==> config.mk <==
export PLATFORM = sky130hd
export DESIGN_NAME = seq_next_lut
export DESIGN_NICKNAME = d
export VERILOG_FILES = /design/src/rtl/seq_check_pkg.sv /design/src/rtl/seq_next_lut.sv
export SDC_FILE = /design/constraint.sdc
export NUM_CORES = 1
export LEC_CHECK = 0
export BUFFER_PORTS_ARGS = -buffer_cell sky130_fd_sc_hd__buf_4
export CORE_AREA = 2 2 39 41
export DETAILED_ROUTE_END_ITERATION = 6
export DIE_AREA = 0 0 41 43
export GPL_ROUTABILITY_DRIVEN = 0
export SLEW_MARGIN = 20
export SYNTH_ARGS = -nofsm -noshare
export SYNTH_HDL_FRONTEND = slang
export SYNTH_SLANG_ARGS = --single-unit
==> constraint.sdc <==
create_clock -name vclk -period 1.2
set_clock_uncertainty 0.15 [all_clocks]
set_input_delay 0.06 -clock vclk [all_inputs]
set_output_delay 0.06 -clock vclk [all_outputs]
set_load 0.02 [all_outputs]
==> src/rtl/seq_check_pkg.sv <==
// Shared encodings and sequence tables for the repeating-sequence counter checker.
// Tables are indexed by the current value; illegal entries map to 0.
package seq_check_pkg;

    typedef enum logic [1:0] {
        HUNT   = 2'd0,
        VERIFY = 2'd1,
        LOCKED = 2'd2
    } state_t;

    localparam logic MODE_A = 1'b0;
    localparam logic MODE_B = 1'b1;

    // Sequence A: 0 -> 4 -> 7 -> 2 -> 3 -> 0, entries listed from value 7 down to value 0
    localparam logic [7:0][2:0] SEQ_A_NEXT  = {3'd2, 3'd0, 3'd0, 3'd7, 3'd0, 3'd3, 3'd0, 3'd4};
    localparam logic [7:0]      SEQ_A_LEGAL = 8'b1001_1101;

    // Sequence B: 0 -> 2 -> 4 -> 6 -> 0
    localparam logic [7:0][2:0] SEQ_B_NEXT  = {3'd0, 3'd0, 3'd0, 3'd6, 3'd0, 3'd4, 3'd0, 3'd2};
    localparam logic [7:0]      SEQ_B_LEGAL = 8'b0101_0101;

endpackage

==> src/rtl/seq_next_lut.sv <==
// Combinational successor lookup for the counter sequences.
// Gives the next value in the selected sequence and whether v is part of it.
module seq_next_lut
    import seq_check_pkg::*;
(
    input  logic       mode,
    input  logic [2:0] v,
    output logic [2:0] nxt,
    output logic       legal
);

    always_comb begin
        nxt   = '0;
        legal = 1'b0;
        if (mode == MODE_B) begin
            nxt   = SEQ_B_NEXT[v];
            legal = SEQ_B_LEGAL[v];
        end else begin
            nxt   = SEQ_A_NEXT[v];
            legal = SEQ_A_LEGAL[v];
        end
    end

endmodule

# Word level (Yosys, flattened, before mapping)
# Memories as Yosys holds them, arrays and structs flattened.
# Index checks and enable logic that the tools add are counted.
# Widths: inputs -> output; s select.
word_totals:
  reg_bits: 0
  romBits: 64
  inputBits: 4
  out_inout_bits: 4
  elab_cells: 11
  n_memories: 4
classes:
  order_cmp: 1
  muxes: 6
memory_table:
  columns: ["name", "depth", "word_bits", "read_ports", "rd_clocked_by_memory_dff", "write_ports", "line_no", "source"]
  rows:
  - ["(no name shown)", 8, 3, 1, 0, 0, "seq_next_lut.sv:19", "nxt = SEQ_A_NEXT[v];"]
  - ["(no name shown)", 8, 3, 1, 0, 0, "seq_next_lut.sv:16", "nxt = SEQ_B_NEXT[v];"]
  - ["(no name shown)", 8, 1, 1, 0, 0, "seq_next_lut.sv:17", "legal = SEQ_B_LEGAL[v];"]
  - ["(no name shown)", 8, 1, 1, 0, 0, "seq_next_lut.sv:20", "legal = SEQ_A_LEGAL[v];"]
ops:
  columns: ["op", "n"]
  rows:
  - ["$mux 3", 3]
  - ["$lt 3x4->1 const B", 1]
  - ["$mux 1", 3]

# Depth between registers and ports, before layout
# Gate-level depths: netlist (run 1).
depth:
  depth_word: 3
  ltp_mapped: 4
  ltp_nobuf: 4

# Least setup slack after synthesis (run 1)
# No wires, ideal clock.
synth_path:
  kind: "input-to-output"
  startpoint: "in v[0]"
  endpoint: "out nxt[1]"
  arrival_ns: 1.117
  required_ns: 0.990
  slack_ns: -0.127
  path_stages: 4
  path_buffers: 0
  path_cell_list: "inv_1 > ha_1 > and2_4 > o31ai_1"
synth_between:
  elab_chain_len: 3
  word_cells_on_any_way: 5
  cone_classes: "mux: 3; memory: 2"
synth_rtl:
  columns: ["element", "line_no", "source"]
  rows:
  - ["from (decl)", "seq_next_lut.sv:7", "input logic [2:0] v,"]
  - ["$mem_v2 8x3 (on tied branches)", null, null]
  - ["$mux 3 (on tied branches)", "seq_next_lut.sv:19, seq_next_lut.sv:16", null]
  - ["$mux 3 *", "seq_next_lut.sv:15", "if (mode == MODE_B) begin"]
  - ["to (decl)", "seq_next_lut.sv:8", "output logic [2:0] nxt,"]
# Every way passes the cells marked *; elsewhere a longest branch is shown, timed or not. The select of a mux whose other input is x is not followed.

# Worst setup path in the final report (run 1)
layout_path:
  startpoint: "in v[1]"
  endpoint: "out legal"
layout_between:
  elab_chain_len: 3
  word_cells_on_any_way: 5
  cone_classes: "mux: 3; memory: 2"
layout_rtl:
  columns: ["element", "line_no", "source"]
  rows:
  - ["$mem_v2 8x1 (on tied branches)", null, null]
  - ["$mux 1 (on tied branches)", "seq_next_lut.sv:20, seq_next_lut.sv:17", null]
  - ["$mux 1 *", "seq_next_lut.sv:15", null]
  - ["to (decl)", "seq_next_lut.sv:9", "output logic legal"]
# Marks and branches as above.

==> impl_metrics.py, run 1 <==
metrics = {
    "final_layout": {
        "drive_above_1_share": 0.7143,
        "fill_cells": 154,
        "ff_latch_area_um2": 0,
        "clockBufferCount": 0,
        "fin_cells": 44,
        "seq_cell_count": 0,
        "antenna_cells": 0,
        "final_nets": 38,
        "area_growth_pct": 118.1,
        "mostFrequentLayoutCell": "buf_4",
        "most-common-layout-cells": "buf_4 (6), buf_6 (5), nor2_1 (3), ha_2 (3), inv_2 (2)",
    },
    "sta": {
        "min_period_ps": 1152,
        "finalHoldViolCount": 0,
        "rsz0062_at_grt": "no",
        "hold_ws_ps": 304.4,
        "maxSlewViolCount": 0,
        "worstMarginPinSlew_ps": 186.6,
        "finalSetupViolCount": 0,
        "max_freq_mhz": 867.9,
        "min_period_over_period": 0.9601,
        "relSlewSlack": 0.8720,
    },
    "placement": {
        "io_buffers": 8,
        "dp_cells": 44,
    },
    "worst_setup_path": {
        "worstSetupPathType": "primary input to primary output",
        "cp_max_fo": 2,
        "critical_path_arrival_ps": 940,
        "crit_top_cell": "buf_6",
        "cpPeakStageDelay_ps": 220,
        "crit_slowest_cell": "o31ai_4",
        "crit_chain": "buf_6, inv_2, ha_4, and2_4, o31ai_4, buf_6",
        "start_kind": "primary input",
        "cp.required_ps": 990,
        "worst_setup_path_end_kind": "primary output",
    },
    "power": {
        "p_int_mw": 0.05701,
        "seqPwrFrac": 0,
        "vdd_drop_max_uv": 48.19,
        "switching_share": 0.4695,
        "p_clk_frac": 0,
        "p_sw_mw": 0.05046,
        "cellPowerDensity_nw_per_um2": 375.1,
        "p_leak_nw": 0.1315,
        "combPwrFrac": 1.000,
    },
    "floorplan": {
        "dieArea_um2": 1763,
        "rows": 14,
        "ioPinCount": 8,
        "die_x_um": 41,
        "core_area_um2": 1384,
        "die_h_um": 43,
        "initial_core_util": 0.09494,
    },
    "routing": {
        "via_count": 154,
        "drc": 0,
        "wl_per_cell_um": 8.500,
        "vias_per_cell": 3.500,
        "drt_iter0_drc": 0,
        "wl_um": 374,
        "postRouteAntennaNets": 0,
        "drt_pre_antenna_iters": 1,
    },
    "min_path": {
        "min_path_type": "primary input to primary output",
        "hold_depth": 3,
        "hold_end": "legal",
        "hold_start": "mode",
    },
    "yosys": {
        "postSynthCellCount": 17,
        "ys.warnings.count": 0,
        "syn_area_um2": 131.4,
        "synth_cell_types": 11,
        "synth_nets": 25,
        "avgSynthCellArea_um2": 7.728,
        "seq_area_frac_synth": 0,
    },
    "global_route": {
        "antenna_found_initial": 0,
        "grtUsageTotal": 0.03596,
        "busiest_layer": "met2",
        "grt_overflow": 0,
        "first_global_vias": 132,
        "use_met1": 0.04747,
        "grt_max_degree": 8,
        "met2_usage": 0.06563,
        "grt.met3_usage": 0,
        "grt_pass1_wl_um": 483,
    },
    "run": {
        "drv_cap": 0,
    },
    "run_status": {
        "status": "finished, final reports clean",
    },
}
-- synthesized netlist by cell type --
cell type,count,area share
a21oi_1,1,0.038
o31ai_2,1,0.095
or2b_1,1,0.057
inv_1,2,0.057
mux2i_1,1,0.076
and2b_1,1,0.057
ha_1,4,0.38
and2_4,1,0.067
o31ai_1,1,0.057
nand2_1,1,0.029
nor2_1,3,0.086
-- power groups by stage --
stage	combinational (mW)	sequential, mW	clock [mW]
floorplan	0.0453	0	0
global placement	0.0876	0	0
detailed placement	0.0895	0	0
CTS	0.0955	0	0
global route	0.116	0	0
finish	0.107	0	0
-- metrics by stage --
stage	power, mW	setup WS (ps)	instance area [µm²]	utilization	TNS, ps
after global routing	0.1164	1.766	286.5	0.2071	0
after global placement	0.08764	-26.89	239.0	0.1727	-46.75
after floorplan	0.04527	37.16	136.4	-	0
after CTS	0.09552	15.95	256.5	0.1854	0
after detailed placement	0.08947	-53.18	239.0	0.1727	-98.17
final	0.1075	47.86	286.5	0.2071	0
-- how the worst max path moves through the flow --
| stage | startpoint | to | cells after the start |
|---|---|---|---|
| floorplan | v[0] | legal | 4 |
| global placement | v[0] | legal | 6 |
| detailed placement | v[0] | legal | 6 |
| CTS | v[1] | legal | 7 |
| global route | v[0] | nxt[2] | 7 |
| finish | v[1] | legal | 6 |
-- what timing repair did --
action,4_1_cts,5_1_grt
gates cloned,0,0
endpoints found under the setup margin,2,2
pin swaps,4,2
gates resized for setup,7,5
buffers inserted,0,0
hold buffers,0,0
-- critical path, delay by kind of cell --
kind                       cells  cell delay [ps]
buffers and inverters          3              310
AOI/OAI and AO/OA              1              220
adders and majority gates      1              200
and+or+nand+nor                1              140
-- per-layer routing --
| metal | vias up | part of all wire |
|---|---|---|
| met5 | - | 0 |
| met4 | 0 | 0 |
| met3 | 0 | 0.088 |
| met2 | 6 | 0.56 |
| met1 | 70 | 0.35 |
| li1 | 78 | - |
-- logic make-up (layout without fill, tap and decap cells) --
| group | after synthesis | in the layout | share of synthesized area |
|---|---|---|---|
| AND/OR/NAND/NOR | 7 | 7 | 0.2953 |
| adder cells (fa/ha/maj) | 4 | 4 | 0.3810 |
| AO/OA/AOI/OAI | 3 | 3 | 0.1904 |
| buffers and inverters | 2 | 13 | 0.05716 |
| multiplexers | 1 | 1 | 0.07619 |
-- cell type report --
class | instances | area (µm²) | area share
Multi-Input combinational cell | 15 | 157.7 | 0.5502
Timing Repair Buffer | 11 | 101.3 | 0.3537
Tap cell | 16 | 20.02 | 0.06987
Inverter | 2 | 7.507 | 0.02620
No activity file was read; power rests on OpenSTA's default activity.
==> run 2, diff against run 1 <==
- REMOVE_ABC_BUFFERS: unset -> 1
==> run 2 against run 1 <==
  * Routed wire length is 8.6% lower
  * First-iteration DRC count is 2 higher
  * Critical endpoint is now nxt[1]
  * Flip-flop and latch count stayed put
  * Clock-buffer cell count stayed put
  * Non-clock buffer count is 1 lower
==> impl_metrics.py, run 2 (synthesized netlist as in run 1, its figures left out) <==
metrics = {
    "run_status": {
        "status": "finished, final reports clean",
    },
    "sta": {
        "maxSlewViolCount": 0,
        "finalSetupViolCount": 0,
        "worstMarginPinSlew_ps": 212.3,
        "relSlewSlack": 0.8579,
        "rsz0062_at_grt": "no",
        "min_period_over_period": 0.9568,
        "max_freq_mhz": 871.0,
        "finalHoldViolCount": 0,
        "min_period_ps": 1148,
    },
    "global_route": {
        "busiest_layer": "met2",
        "grt_pass1_wl_um": 434,
        "grt_max_degree": 8,
        "grtUsageTotal": 0.03297,
        "first_global_vias": 131,
        "use_met1": 0.02848,
        "met2_usage": 0.06875,
        "antenna_found_initial": 0,
        "grt_overflow": 0,
        "grt.met3_usage": 0.01047,
    },
    "final_layout": {
        "most-common-layout-cells": "buf_4 (6), buf_6 (4), nor2_1 (3)",
        "final_nets": 37,
        "antenna_cells": 0,
        "fin_cells": 43,
        "seq_cell_count": 0,
        "clockBufferCount": 0,
        "area_growth_pct": 125.7,
        "ff_latch_area_um2": 0,
        "mostFrequentLayoutCell": "buf_4",
        "utilization": 0.2143,
        "drive_above_1_share": 0.7037,
    },
    "power": {
        "switching_share": 0.4848,
        "p_sw_mw": 0.05361,
        "combPwrFrac": 1.000,
        "p_leak_nw": 0.1287,
        "cellPowerDensity_nw_per_um2": 372.9,
        "p_int_mw": 0.05697,
        "vdd_drop_max_uv": 49.33,
        "seqPwrFrac": 0,
        "p_clk_frac": 0,
    },
    "placement": {
        "io_buffers": 8,
        "dp_cells": 44,
        "hpwl_um": 255.2,
    },
    "cts": {
        "postCtsHoldBufs": 0,
    },
    "worst_setup_path": {
        "worst_setup_path_end_kind": "primary output",
        "cpPeakStageDelay_ps": 200,
        "worstSetupPathType": "primary input to primary output",
        "start_kind": "primary input",
        "crit_chain": "buf_6, inv_2, ha_4, and2_4, o31ai_4, buf_4",
        "cp.required_ps": 990,
        "critical_path_arrival_ps": 940,
        "crit_slowest_cell": "o31ai_4",
        "cp_max_fo": 3,
    },
    "routing": {
        "wl_per_cell_um": 7.953,
        "postRouteAntennaNets": 0,
        "drt_iter0_drc": 2,
        "vias_per_cell": 3.372,
        "drt_pre_antenna_iters": 2,
        "drc": 0,
        "wl_um": 342,
        "via_count": 145,
    },
    "floorplan": {
        "die_x_um": 41,
        "dieArea_um2": 1763,
        "ioPinCount": 8,
        "core_area_um2": 1384,
        "die_h_um": 43,
        "rows": 14,
        "initial_core_util": 0.09494,
    },
    "run": {
        "drv_cap": 0,
    },
    "min_path": {
        "min_path_type": "primary input to primary output",
    },
}
-- run 2: final timing paths --
check                 depth (start not counted)  start      to  slack (ps)
worst min-delay path                          3   mode   legal         310
worst max-delay path                          6   v[0]  nxt[1]          50
-- run 2: metrics by stage --
stage,instance area (µm²),total power [mW],TNS (ps),worst slack [ps],hold slack [ps]
floorplan,131.4,0.04314,-126.5,-126.5,49.79
global placement,234.0,0.08529,-46.51,-38.60,287.4
detailed placement,234.0,0.08608,-69.61,-47.79,287.5
CTS,234.0,0.08693,0,1.037,294.0
global route,296.5,0.1205,0,9.889,330.3
finish,296.5,0.1106,0,51.83,306.4
-- run 2: worst max-delay path, delay by kind of cell --
family	cells	cell delay (ps)
compound gates	1	200
fa+ha+maj	1	190
buf+inv	3	330
simple gates	1	150
-- run 2: routing by layer --
metal  vias up  routed length [µm]
li1         77                   -
met1        63                 124
met2         5                 186
met3         0                  31
met4         0                   0
met5         -                   0
-- run 2: power by group through the flow --
stage / combinational, mW / clock, mW / sequential (mW)
2_1_floorplan: 0.0431 / 0 / 0
3_3_place_gp: 0.0853 / 0 / 0
3_5_place_dp: 0.0861 / 0 / 0
4_1_cts: 0.0869 / 0 / 0
5_1_grt: 0.121 / 0 / 0
6_report: 0.111 / 0 / 0
-- run 2: area by class of cell --
class / count / area [µm²]
Inverter: 2 / 10.01
Tap cell: 16 / 20.02
Timing Repair Buffer: 10 / 90.09
Fill cell: 157 / 1087
Multi-Input combinational cell: 15 / 176.4
-- run 2: timing repair --
| item | in CTS | in global routing |
|---|---|---|
| setup endpoints to repair | 2 | 3 |
| pin swaps | 3 | 2 |
| resized for setup | 3 | 12 |
| setup buffers | 0 | 0 |
==> run 3, diff against run 2 <==
- ABC_AREA: unset -> 1
==> run 3 against run 2 <==
  * Hold slack worse by 46 ps
  * Die area unchanged
  * Cell count is 19% higher
  * Non-clock buffer count down 2
  * Highest routed layer unchanged
  * Area after synthesis grew 6.7%
  * Largest cell class unchanged
  * Via count up 14%
  * Routed wire length decreased by 22%
==> impl_metrics.py, run 3 <==
metrics = {
    "run_status": {
        "status": "finished, final reports clean",
    },
    "sta": {
        "max_freq_mhz": 926.6,
        "finalHoldViolCount": 0,
        "worst_slack_ps": 120.8,
        "min_period_ps": 1079,
        "tns_ps": 0,
        "min_period_over_period": 0.8993,
        "relSlewSlack": 0.9240,
        "worstMarginPinSlew_ps": 114.0,
        "rsz0062_at_grt": "no",
        "maxSlewViolCount": 0,
        "finalSetupViolCount": 0,
    },
    "worst_setup_path": {
        "cpPeakStageDelay_ps": 230,
        "cp.required_ps": 990,
        "cp_max_fo": 4,
        "crit_slowest_cell": "ha_1",
        "start_kind": "primary input",
        "worst_setup_path_end_kind": "primary output",
        "critical_path_arrival_ps": 870,
        "crit_chain": "buf_4, inv_2, ha_1, inv_1, nand2_1, nand2_1, nand2_1, nand2_1, buf_4",
        "crit_top_cell": "nand2_1",
        "worstSetupPathType": "primary input to primary output",
    },
    "yosys": {
        "syn_area_um2": 140.1,
        "synthTopCellsByArea": "nand2_1 (40%), ha_1 (36%), inv_1 (13%)",
        "yosysTopAreaCellShare": 0.4018,
        "avgSynthCellArea_um2": 5.190,
        "post-synth-top-count-cell": "nand2_1",
        "synthTopCellsByCount": "nand2_1 (15), inv_1 (5), ha_1 (4)",
        "seq_area_frac_synth": 0,
        "synth_cell_types": 6,
        "ys.warnings.count": 0,
        "yosys.area.top_type": "nand2_1",
        "postSynthCellCount": 27,
    },
    "placement": {
        "hpwl_um": 264.3,
        "dp_slack_ps": 61.60,
        "io_buffers": 8,
    },
    "routing": {
        "vias_per_cell": 3.255,
        "dr_wl_met2_um": 155,
        "top_layer_used": "met3",
        "postRouteAntennaNets": 0,
        "via_count": 166,
        "drt_pre_antenna_iters": 1,
        "wl_um": 268,
        "wl_per_cell_um": 5.255,
        "wl_met3_um": 19,
        "wl_met1_um": 93,
        "drt_iter0_drc": 0,
        "drc": 0,
    },
    "global_route": {
        "grt_pass1_wl_um": 434,
        "grt_overflow": 0,
        "first_global_vias": 144,
        "grt_max_degree": 6,
        "antenna_found_initial": 0,
        "grtUsageTotal": 0.03197,
    },
    "floorplan": {
        "rows": 14,
        "core_area_um2": 1384,
        "die_x_um": 41,
        "ioPinCount": 8,
        "initial_core_util": 0.1013,
        "dieArea_um2": 1763,
        "die_h_um": 43,
    },
    "power": {
        "p_leak_nw": 0.1476,
        "vdd_drop_max_uv": 46.96,
        "cellPowerDensity_nw_per_um2": 345.5,
    },
    "final_layout": {
        "multi_input_area_um2": 117.6,
        "final_nets": 45,
        "seq_cell_count": 0,
        "area_growth_pct": 57.14,
        "ff_latch_area_um2": 0,
        "clockBufferCount": 0,
        "antenna_cells": 0,
        "mostFrequentLayoutCell": "nand2_1",
        "fill_cells": 173,
        "drive_above_1_share": 0.3429,
        "most-common-layout-cells": "nand2_1 (15), buf_4 (8), ha_1 (4)",
    },
    "min_path": {
        "min_path_type": "primary input to primary output",
    },
    "cts": {
        "postCtsHoldBufs": 0,
    },
    "run": {
        "drv_cap": 0,
    },
}
-- run 3: power by group --
group          total, mW  internal (mW)  switching [mW]
combinational     0.0761         0.0337          0.0424
sequential             0              0               0
clock                  0              0               0
total             0.0761         0.0337          0.0424
-- run 3: final cells by class --
type | count | area share
inverters | 6 | 0.1023
repair buffers | 8 | 0.2727
multi-input cells | 21 | 0.5341
well taps | 16 | 0.09091
-- run 3: worst paths after layout --
path | startpoint | end | slack [ps] | depth (start not counted)
worst max-delay path | v[0] | legal | 120 | 9
worst min-delay path | mode | nxt[0] | 260 | 3
-- run 3: critical path, delay by kind of cell --
| family | cells | cell delay [ps] |
|---|---|---|
| AND/OR/NAND/NOR | 4 | 210 |
| adder cells (fa/ha/maj) | 1 | 230 |
| buffers and inverters | 4 | 370 |
-- run 3: per-layer routing --
layer,track usage,up-vias
met4,0,0
met3,0,0
li1,-,94
met1,0.02848,69
met2,0.07188,3
met5,0,-
-- run 3: kinds of logic after synthesis --
family | Yosys count | synth area share
AOI/OAI and AO/OA | 1 | 0.03568
and+or+nand+nor | 16 | 0.4464
adders and majority gates | 4 | 0.3572
buffers and inverters | 6 | 0.1607
-- run 3: stage by stage --
stage               std cells  instance area [µm²]  power, mW    util  hold slack [ps]
floorplan                  27                140.1    0.04289       -            46.86
global placement           51                220.2    0.07669  0.1591            261.0
detailed placement         51                220.2    0.07666  0.1591            259.8
CTS                        51                220.2    0.07703  0.1591            260.7
global route               51                220.2    0.08603  0.1591            272.7
finish                     51                220.2    0.07609  0.1591            260.6
-- run 3: what timing repair did --
action / 4_1_cts / 5_1_grt
resized for setup: 0 / 2
buffers inserted: 0 / 0
setup endpoints to repair: 0 / 2
